[config.mk]
export PLATFORM = sky130hd
export DESIGN_NAME = viral_job_dispatcher
export DESIGN_NICKNAME = d
export VERILOG_FILES = /design/src/rtl/viral_job_dispatcher.sv
export SDC_FILE = /design/constraint.sdc
export NUM_CORES = 1
export LEC_CHECK = 0
export BUFFER_PORTS_ARGS = -buffer_cell sky130_fd_sc_hd__buf_2
export CAP_MARGIN = 0
export CORE_MARGIN = 1.5
export CORE_UTILIZATION = 55
export CTS_BUF_LIST = sky130_fd_sc_hd__clkbuf_16
export DETAILED_ROUTE_END_ITERATION = 8
export PLACE_DENSITY = 0.76
export SLEW_MARGIN = 20
export SYNTH_ARGS = -nofsm -noshare
export SYNTH_HDL_FRONTEND = slang
export SYNTH_SLANG_ARGS = --single-unit
[constraint.sdc]
create_clock -name clk -period 13.9 [get_ports clk]
set_input_delay 0.695 -clock clk [delete_from_list [all_inputs] [get_ports clk]]
set_output_delay 0.695 -clock clk [all_outputs]
set_load 0.02 [all_outputs]
[src/rtl/viral_job_dispatcher.sv]
// Viral job dispatcher: queues sorter index sets and hands each one to the
// next free FragFetcher channel, round-robin, as a one-cycle start pulse.
//
// Ports:
//   clk, rstn        clock, asynchronous active-low reset
//   i_idxs_ready     sorter presents an index set this cycle
//   i_idxs           index set, index 0 in the LSBs
//   o_ready_to_rcv   queue not full (combinational)
//   o_ch_idxs        payload of the most recently dispatched job (all channels)
//   o_ch_start       one-hot, single-cycle job start per channel
//   i_ch_done        per-channel job-complete pulse
//   o_ch_busy        per-channel unfinished-job flag
//   o_count          number of queued (not yet dispatched) jobs
//   o_overflow       sticky: a set arrived while the queue was full
//   o_idle           queue empty and no channel busy (combinational)
module viral_job_dispatcher #(
  parameter int unsigned COMPRESSION_FACTOR = 16,
  parameter int unsigned INDEX_LENGTH       = 16,
  parameter int unsigned DEPTH              = 4,
  parameter int unsigned NUM_CH             = 2
) (
  input  logic                                       clk,
  input  logic                                       rstn,
  input  logic                                       i_idxs_ready,
  input  logic [COMPRESSION_FACTOR*INDEX_LENGTH-1:0] i_idxs,
  output logic                                       o_ready_to_rcv,
  output logic [COMPRESSION_FACTOR*INDEX_LENGTH-1:0] o_ch_idxs,
  output logic [NUM_CH-1:0]                          o_ch_start,
  input  logic [NUM_CH-1:0]                          i_ch_done,
  output logic [NUM_CH-1:0]                          o_ch_busy,
  output logic [$clog2(DEPTH):0]                     o_count,
  output logic                                       o_overflow,
  output logic                                       o_idle
);

  localparam int unsigned DATA_W = COMPRESSION_FACTOR * INDEX_LENGTH;
  localparam int unsigned PTR_W  = $clog2(DEPTH);
  localparam int unsigned CNT_W  = PTR_W + 1;
  localparam int unsigned CH_W   = (NUM_CH > 1) ? $clog2(NUM_CH) : 1;

  logic [DATA_W-1:0] mem [DEPTH];
  logic [PTR_W-1:0]  wptr;
  logic [PTR_W-1:0]  rptr;
  logic [CH_W-1:0]   last_grant;

  logic              full;
  logic              push;
  logic              pop;
  logic [NUM_CH-1:0] eligible;
  logic              grant_found;
  logic [CH_W-1:0]   grant_idx;
  logic [NUM_CH-1:0] grant_oh;
  logic [NUM_CH-1:0] done_clr;

  // Queue status; a pop in the same cycle never makes room for a push.
  assign full           = (o_count == CNT_W'(DEPTH));
  assign o_ready_to_rcv = ~full;
  assign o_idle         = (o_count == '0) && (o_ch_busy == '0);
  assign push           = i_idxs_ready && !full;

  // A channel is free only once its start pulse has gone and it is not busy.
  assign eligible = ~o_ch_busy & ~o_ch_start;

  // Done is honoured only for a busy channel outside its start cycle.
  assign done_clr = i_ch_done & o_ch_busy & ~o_ch_start;

  // Round-robin search beginning one past the last granted channel.
  always_comb begin
    grant_found = 1'b0;
    grant_idx   = '0;
    for (int unsigned i = 0; i < NUM_CH; i++) begin
      logic [CH_W-1:0] cand;
      cand = CH_W'((32'(last_grant) + 32'd1 + i) % NUM_CH);
      if (!grant_found && eligible[cand]) begin
        grant_found = 1'b1;
        grant_idx   = cand;
      end
    end
  end

  assign pop      = (o_count != '0) && grant_found;
  assign grant_oh = pop ? (NUM_CH'(1) << grant_idx) : '0;

  // Queue storage carries no reset; validity is tracked by the pointers.
  always_ff @(posedge clk) begin
    if (push) begin
      mem[wptr] <= i_idxs;
    end
  end

  // Pointers, occupancy, dispatch outputs and the sticky overflow flag.
  always_ff @(posedge clk or negedge rstn) begin
    if (!rstn) begin
      wptr       <= '0;
      rptr       <= '0;
      o_count    <= '0;
      o_ch_start <= '0;
      o_ch_busy  <= '0;
      o_ch_idxs  <= '0;
      o_overflow <= 1'b0;
      last_grant <= CH_W'(NUM_CH - 1);
    end else begin
      if (push) begin
        wptr <= wptr + PTR_W'(1);
      end
      if (pop) begin
        rptr       <= rptr + PTR_W'(1);
        o_ch_idxs  <= mem[rptr];
        last_grant <= grant_idx;
      end
      if (push && !pop) begin
        o_count <= o_count + CNT_W'(1);
      end else if (pop && !push) begin
        o_count <= o_count - CNT_W'(1);
      end
      if (i_idxs_ready && full) begin
        o_overflow <= 1'b1;
      end
      o_ch_start <= grant_oh;
      o_ch_busy  <= (o_ch_busy & ~done_clr) | grant_oh;
    end
  end

endmodule

==> metrics.md, run 1 <==
| Metric | Value |
|---|---|
| Outcome | finished, final reports clean |
| Worst EP required | 14.48 ns |
| Int Pwr | 0.00942 W |
| Worst Path Arrival | 4.96 ns |
| Crit path launch type | flop |
| Final Hold Vio Count | 0 |
| Post-cts gate resize count | 0 |
| R2r startpoint | o_count[1] |
| Post-DP HPWL | 59.3 mm |
| Core box area | 86500 sq um |
| Minimum clock period | 4.38 ns |
| Commonest non-fill, non-tap cell in the layout | edfxtp_1 |
| R2R setup slack | 9.52 ns |
| First-pass GRT wire length | 148 mm |
| Layout cells sized above 1 | 47.6% |
| Mapped cell area | 47900 sq um |
| Deepest clock path buffer count | 3 |
| Most frequent cells in the layout | edfxtp_1, buf_2, dfrtp_1, mux4_2, mux2_4 |
| Synth Register Bits | 1293 |
| Final Slew Violations | 0 |
| Total wire length | 98.1 mm |
| Aggregate negative setup slack | 0 ns |
| Die height | 298 microns |
| Worst Setup Path Type | flop to flop |
| Sequential power share | 42.3% |
| CTS buffer count | 121 |
| DRC errors left | 0 |
| Clk_skew | 0.0318 ns |
| Critical path's slowest cell | buf_4 |
| Hold endpoint | o_overflow |
| Final period util | 31.5% |
| Port-buffer cells | 526 |
| CP max stage delay | 0.83 ns |
| Yosys warns | 0 |
| RSZ-0062 raised after global routing | no |
| Max rail drop VDD | 0.212 mV |
| IO Pins | 527 |
| Antenna violations before repair | 36 |
| Pwr dens | 245 nW/um^2 |
| Most used cell, CP | buf_4 |
| Clk slew on worst S/H paths | 0.06 ns |
| Sw frac | 30.8% |
| Final core area utilization | 64.2% |
| Avg Cell Area, Syn | 24.8 sq um |
| Clock Latency Late Sink | 0.72 ns |
| WL/cell | 25.8 microns |
| Postcts setup bufs | 0 |
| Hold path startpoint | i_idxs_ready |
| Final setup fails | 0 |
| Gate power share | 33.8% |
| Layout filler cell count | 5620 |
| GRT Resource Usage Total | 22.3% |
| Max transition margin | 28.3% |
| Unique masters post-synth | 30 |
| Detail Route Antenna Nets | 0 |
| Synth-to-layout area growth | 15.9% |
| Initial DRT Pass Iterations | 4 |
| Vias/cell | 5.66 |
| Floorplan row count | 108 |
| Hold Path Stages | 2 |
| CP Depth | 6 |
| Multi-input gate area | 9650 sq um |
| Crit-path leading delay family | buffers and inverters |
| Initial core utilization | 55.4% |
| Crit path max fanout | 44 |
| RePlAce Congestion | 0.796 |
| CTS tree | done |
| Clock power frac | 23.9% |
| CP cell instances | or3_4 -> o21ai_4 -> buf_4 -> buf_4 -> buf_4 -> mux2_4 |
| Vias in the first global route | 23100 |
| Synth Instances | 1934 |
| FMAX | 0.228 GHz |
| Routed via count | 21500 |
| Initial DRC Count | 1579 |
| Die X | 298 microns |
| Cts hold-fix bufs | 1 |
| Worst r2r dst | o_ch_idxs[4] |
| CTS Sinks | 1293 |
| Setup ws final | 9.52 ns |
| Seq/Total Area, Yosys | 78.2% |
| Largest net degree at the start of global routing | 114 |
| Worst Reg-to-Reg Cells | 6 |
| Setup crit end kind | flop |
| Die Area | 88900 sq um |
| Post-Synthesis Net Count | 2201 |
| Number of max-cap violations | 0 |
| Switching power | 0.00420 W |
| Clock root buffer | clkbuf_16 |
| Nets | 2794 |
| H-tree Lvls | 3 |
| HP Class | input pin to flop |
| Lkg Pwr | 20.4 nW |
| Sum of buffers and inverters on the critical path | 3 |
| Total gr overflow | 0 |
| Slew @ Worst Pin | 1.07 ns |
| Register area | 37500 sq um |
| Pre-CTS setup slack | 9.58 ns |
metrics by stage:
| stage | power (W) | std cells | hold slack, ns | area, sq um |
|---|---|---|---|---|
| 3_5_place_dp | 0.0105 | 3558 | 0.439 | 51500 |
| 5_1_grt | 0.0142 | 3803 | 0.158 | 55500 |
| 4_1_cts | 0.0138 | 3790 | 0.126 | 55500 |
| 3_3_place_gp | 0.0103 | 3558 | 0.435 | 51500 |
| 6_report | 0.0136 | 3804 | 0.183 | 55500 |
| 2_1_floorplan | 0.00945 | 1934 | 0.399 | 47900 |
metal layers:
| layer | track usage [%] | vias to the layer above | wire, microns |
|---|---|---|---|
| li1 | - | 9173 | - |
| met1 | 29.0 | 11400 | 37800 |
| met2 | 36.8 | 727 | 50200 |
| met3 | 5.98 | 189 | 6930 |
| met4 | 7.49 | 38 | 2860 |
| met5 | 0 | - | 246 |
flip-flops by register name, indices dropped and copies added (netlist names):
name	cells
last_grant	1
mem	1024
rptr	2
o_ch_idxs	256
o_ch_busy	2
wptr	2
o_count	3
o_overflow	1
o_ch_start	2
worst register-to-register path, stage by stage (launching register included):
cell,delay [ns]
dfrtp_1,0.45
or3_4,0.45
o21ai_4,0.35
buf_4,0.83
buf_4,0.87
buf_4,0.89
mux2_4,0.41
worst max-delay path by stage:
stage / slack [ns] / start / endpoint
floorplan: 6.37 / i_idxs_ready / mem[0][0]
global placement: 9.62 / o_ch_busy[0] / o_ch_idxs[211]
detailed placement: 9.58 / o_count[1] / o_ch_idxs[4]
CTS: 9.52 / o_count[1] / o_ch_idxs[4]
global route: 9.33 / o_ch_busy[0] / o_ch_idxs[4]
finish: 9.52 / o_count[1] / o_ch_idxs[4]
power by group through the flow:
stage          clock, W  sequential (W)  combinational [W]
6_report        0.00326         0.00576            0.00461
3_3_place_gp          0         0.00576            0.00456
2_1_floorplan         0         0.00632            0.00312
4_1_cts         0.00332         0.00577            0.00467
3_5_place_dp          0         0.00583            0.00464
5_1_grt         0.00347         0.00586            0.00486
synth_stat cells:
master     count  share of area (%)
xor2_1         2              0.037
nor3_1         2              0.021
a21boi_0       1              0.016
buf_8         19               0.60
xnor2_1        4              0.073
a2111oi_0      1              0.018
ha_1           5               0.13
mux2_4       180                5.6
buf_12         1              0.042
o21ai_0        2              0.021
mux4_2       256                 12
nand2b_1       1              0.013
mux2_2        78                1.8
nor2b_1        1              0.013
nor2_1         4              0.031
a21o_1         3              0.047
inv_1          5              0.039
buf_2         14               0.15
fa_1           1              0.042
or3_4          1              0.024
dfrtp_1      268                 14
edfxtp_1    1024                 64
buf_1          4              0.031
and2_1         4              0.052
buf_6         27               0.63
o211ai_1       1              0.016
nor3b_1        1              0.016
clkbuf_1      22               0.17
o21ai_4        1              0.034
dfstp_2        1              0.055
cell families after synthesis:
logic type               count (synthesis)  share of synthesized area (%)
flip-flops                            1293                           78.2
multiplexers                           514                           19.5
buffers and inverters                   92                           1.66
AND/OR/NAND/NOR                         14                          0.170
AO/OA/AOI/OAI                            9                          0.151
XOR/XNOR                                 6                          0.110
adder cells (fa/ha/maj)                  6                          0.172
final cells by class:
type,count,area share (%)
tap,1155,2.60
antenna,14,0.0631
sequential,1293,67.5
inverter,5,0.0338
clock buffer,121,5.45
timing repair buffer,557,5.26
clock inverter,110,1.72
multi-input combinational,549,17.4
Power figures use the tool's default switching activity.
==> run 2: changes to the inputs <==
--- a/config.mk
+++ b/config.mk
@@ -8,7 +8,7 @@
 export BUFFER_PORTS_ARGS = -buffer_cell sky130_fd_sc_hd__buf_2
 export CAP_MARGIN = 0
 export CORE_MARGIN = 1.5
-export CORE_UTILIZATION = 55
+export CORE_UTILIZATION = 53
 export CTS_BUF_LIST = sky130_fd_sc_hd__clkbuf_16
 export DETAILED_ROUTE_END_ITERATION = 8
 export PLACE_DENSITY = 0.76
==> constraint.sdc (replaced) <==
create_clock -name clk -period 3.6 [get_ports clk]
set_input_delay 0.18 -clock clk [delete_from_list [all_inputs] [get_ports clk]]
set_output_delay 0.18 -clock clk [all_outputs]
set_load 0.02 [all_outputs]
==> run 2 against run 1 <==
  * Worst hold slack worse by 0.0032 ns
  * Sequential share of layout area is 3.6 points lower
  * Clock power grew to 3.7 times the previous value
  * Wire length is 5.0% higher
  * Utilization is 1.2 points higher
  * Count of clock-buffer cells in the layout stayed put
  * Non-clock buffer count is 300 higher
  * Combinational power grew to 4.1 times the previous value
  * Register-to-register slack worse by 8.6 ns
==> metrics.md, run 2 (synthesis gave the netlist of run 1 again) <==
| Metric | Value |
|---|---|
| Outcome | finished, final reports clean |
| Total gr overflow | 0 |
| Final Power | 0.0532 W |
| Layout cells sized above 1 | 43.8% |
| Critical path's slowest cell | buf_12 |
| Register area | 37500 sq um |
| Top reg by flops | mem |
| CP max stage delay | 0.47 ns |
| Core box area | 89700 sq um |
| Layout filler cell count | 5705 |
| Setup ws final | 0.916 ns |
| IO Pins | 527 |
| CTS Sinks | 1293 |
| Port-buffer cells | 526 |
| RSZ-0062 raised after global routing | no |
| Antenna violations before repair | 16 |
| Final period util | 74.5% |
| Sum of buffers and inverters on the critical path | 2 |
| Die height | 304 microns |
| Largest regs | mem x1024, o_ch_idxs x256, o_count x3 |
| Final setup fails | 0 |
| Clock power frac | 23.0% |
| Pwr dens | 906 nW/um^2 |
| Worst Setup Path Type | flop to flop |
| Sw frac | 31.2% |
| First-pass GRT wire length | 156 mm |
| R2r startpoint | o_count[1] |
| R2R setup slack | 0.92 ns |
| H-tree Lvls | 3 |
| DRC errors left | 0 |
| Die Area | 92200 sq um |
| Worst Reg-to-Reg Cells | 5 |
| Final Hold Vio Count | 0 |
| CP cell instances | or3_4 -> o21ai_4 -> buf_12 -> buf_12 -> mux2_2 |
| Clk slew on worst S/H paths | 0.07 ns |
| Most frequent cells in the layout | edfxtp_1, buf_2, dfrtp_1, dlygate4sd3_1, mux4_2 |
| Int Pwr | 0.0366 W |
| Switching power | 0.0166 W |
| Total wire length | 103 mm |
| Minimum clock period | 2.68 ns |
| WL/cell | 25.0 microns |
| Slew @ Worst Pin | 0.952 ns |
| Multi-input gate area | 9650 sq um |
| Setup crit end kind | flop |
| Crit path launch type | flop |
| FMAX | 0.373 GHz |
| Commonest non-fill, non-tap cell in the layout | edfxtp_1 |
| Clk_skew | 0.0224 ns |
| CP Depth | 5 |
| Initial DRC Count | 1742 |
| Initial core utilization | 53.4% |
| Floorplan row count | 110 |
| Filler-free cell count of the finished design | 4120 |
| GRT Resource Usage Total | 22.7% |
| Sequential power share | 41.8% |
| Initial DRT Pass Iterations | 5 |
| HP Class | input pin to asynchronous set/reset pin |
| Largest net degree at the start of global routing | 101 |
| Postcts setup bufs | 0 |
| Most used cell, CP | buf_12 |
| Placed cell count | 3620 |
| Detail Route Antenna Nets | 0 |
| Number of max-cap violations | 0 |
| Worst EP required | 4.18 ns |
| Worst Path Arrival | 3.26 ns |
| Nets | 3094 |
| Lkg Pwr | 21.7 nW |
| Clock root buffer | clkbuf_16 |
| Crit path from | o_count[1] |
| Final Slew Violations | 0 |
| Die X | 304 microns |
| RePlAce Congestion | 0.811 |
| CTS buffer count | 121 |
| Vias in the first global route | 24900 |
| Max rail drop VDD | 0.694 mV |
| Max transition margin | 36.5% |
| Minimum hold slack | 0.180 ns |
| Post-DP HPWL | 61.6 mm |
| Clock Latency Late Sink | 0.70 ns |
| Placed inst area | 52200 sq um |
| Final Instance Area | 58700 sq um |
| Setup crit end | o_ch_idxs[104] |
| Gate power share | 35.2% |
| Vias/cell | 5.55 |
| Deepest clock path buffer count | 3 |
| Crit path max fanout | 68 |
| CTS tree | done |
| Worst r2r dst | o_ch_idxs[104] |
| Crit-path leading delay family | buffers and inverters |
| Synth-to-layout area growth | 22.5% |
| Pre-CTS setup slack | 0.963 ns |
| Max reg flops | 1024 |
| Routed via count | 22900 |
==> run 2: cell count changes in the layout (fill, tap and decap cells not counted), moves of 3 or more <==
cell,previous run,this run
inv_6,3,7
inv_16,3,0
clkinv_1,34,38
inv_1,28,32
buf_4,26,38
diode_2,14,8
dlygate4sd3_1,1,260
buf_12,3,33
clkinv_2,27,21
bufinv_16,15,11
==> run 2: layout make-up <==
class | count | share of cell area [%]
Timing Repair Buffer | 857 | 10.6
Tap cell | 1176 | 2.51
Multi-Input combinational cell | 549 | 16.4
Clock buffer | 121 | 5.16
Sequential cell | 1293 | 63.9
Inverter | 5 | 0.0320
Antenna cell | 8 | 0.0341
Clock inverter | 111 | 1.38
==> run 2: how the worst min path moves through the flow <==
stage / start / end / slack [ns] / cells past startpoint
global placement: rstn / o_ch_idxs[163] / 0.33 / 1
CTS: i_idxs[84] / mem[3][84] / 0.17 / 2
finish: rstn / o_ch_idxs[163] / 0.18 / 2
floorplan: rstn / o_ch_busy[0] / -0.12 / 0
detailed placement: rstn / o_ch_idxs[166] / 0.35 / 1
global route: i_idxs[18] / mem[1][18] / 0.21 / 2
==> run 2: power groups by stage <==
stage               Clock [W]  Sequential, W  Combinational, W
finish                 0.0122         0.0222            0.0187
global route           0.0130         0.0226            0.0198
CTS                    0.0124         0.0222            0.0188
detailed placement          0         0.0225            0.0185
global placement            0         0.0222            0.0181
floorplan                   0         0.0240            0.0121
==> run 2: worst reg2reg max path: cells and delay by family (launching register included) <==
family	cells	cell delay [ns]
AO/OA/AOI/OAI	1	0.09
AND/OR/NAND/NOR	1	0.44
buffers and inverters	2	0.99
multiplexers	1	0.58
flip-flops	1	0.45
==> run 2: repair_timing <==
| item | 4_1_cts | 5_1_grt |
|---|---|---|
| hold buffers | 260 | 0 |
| endpoints found under the setup margin | 0 | 0 |
| hold endpoints to repair | 1122 | 0 |
| resized for setup | 0 | 0 |
==> run 2: through the flow <==
| stage | setup TNS (ns) | utilization [%] |
|---|---|---|
| after floorplan | -1054.45 | - |
| after global placement | 0 | 58.2 |
| after detailed placement | 0 | 58.2 |
| after CTS | 0 | 65.4 |
| after global routing | 0 | 65.4 |
| final | 0 | 65.4 |
==> run 2: per-layer routing <==
layer	routed length (microns)	share of wire (%)	GRT usage, %
met5	103	0.10	0
met2	53700	52	38.8
met1	38400	37	28.0
met4	3730	3.6	8.87
met3	7080	6.9	5.59
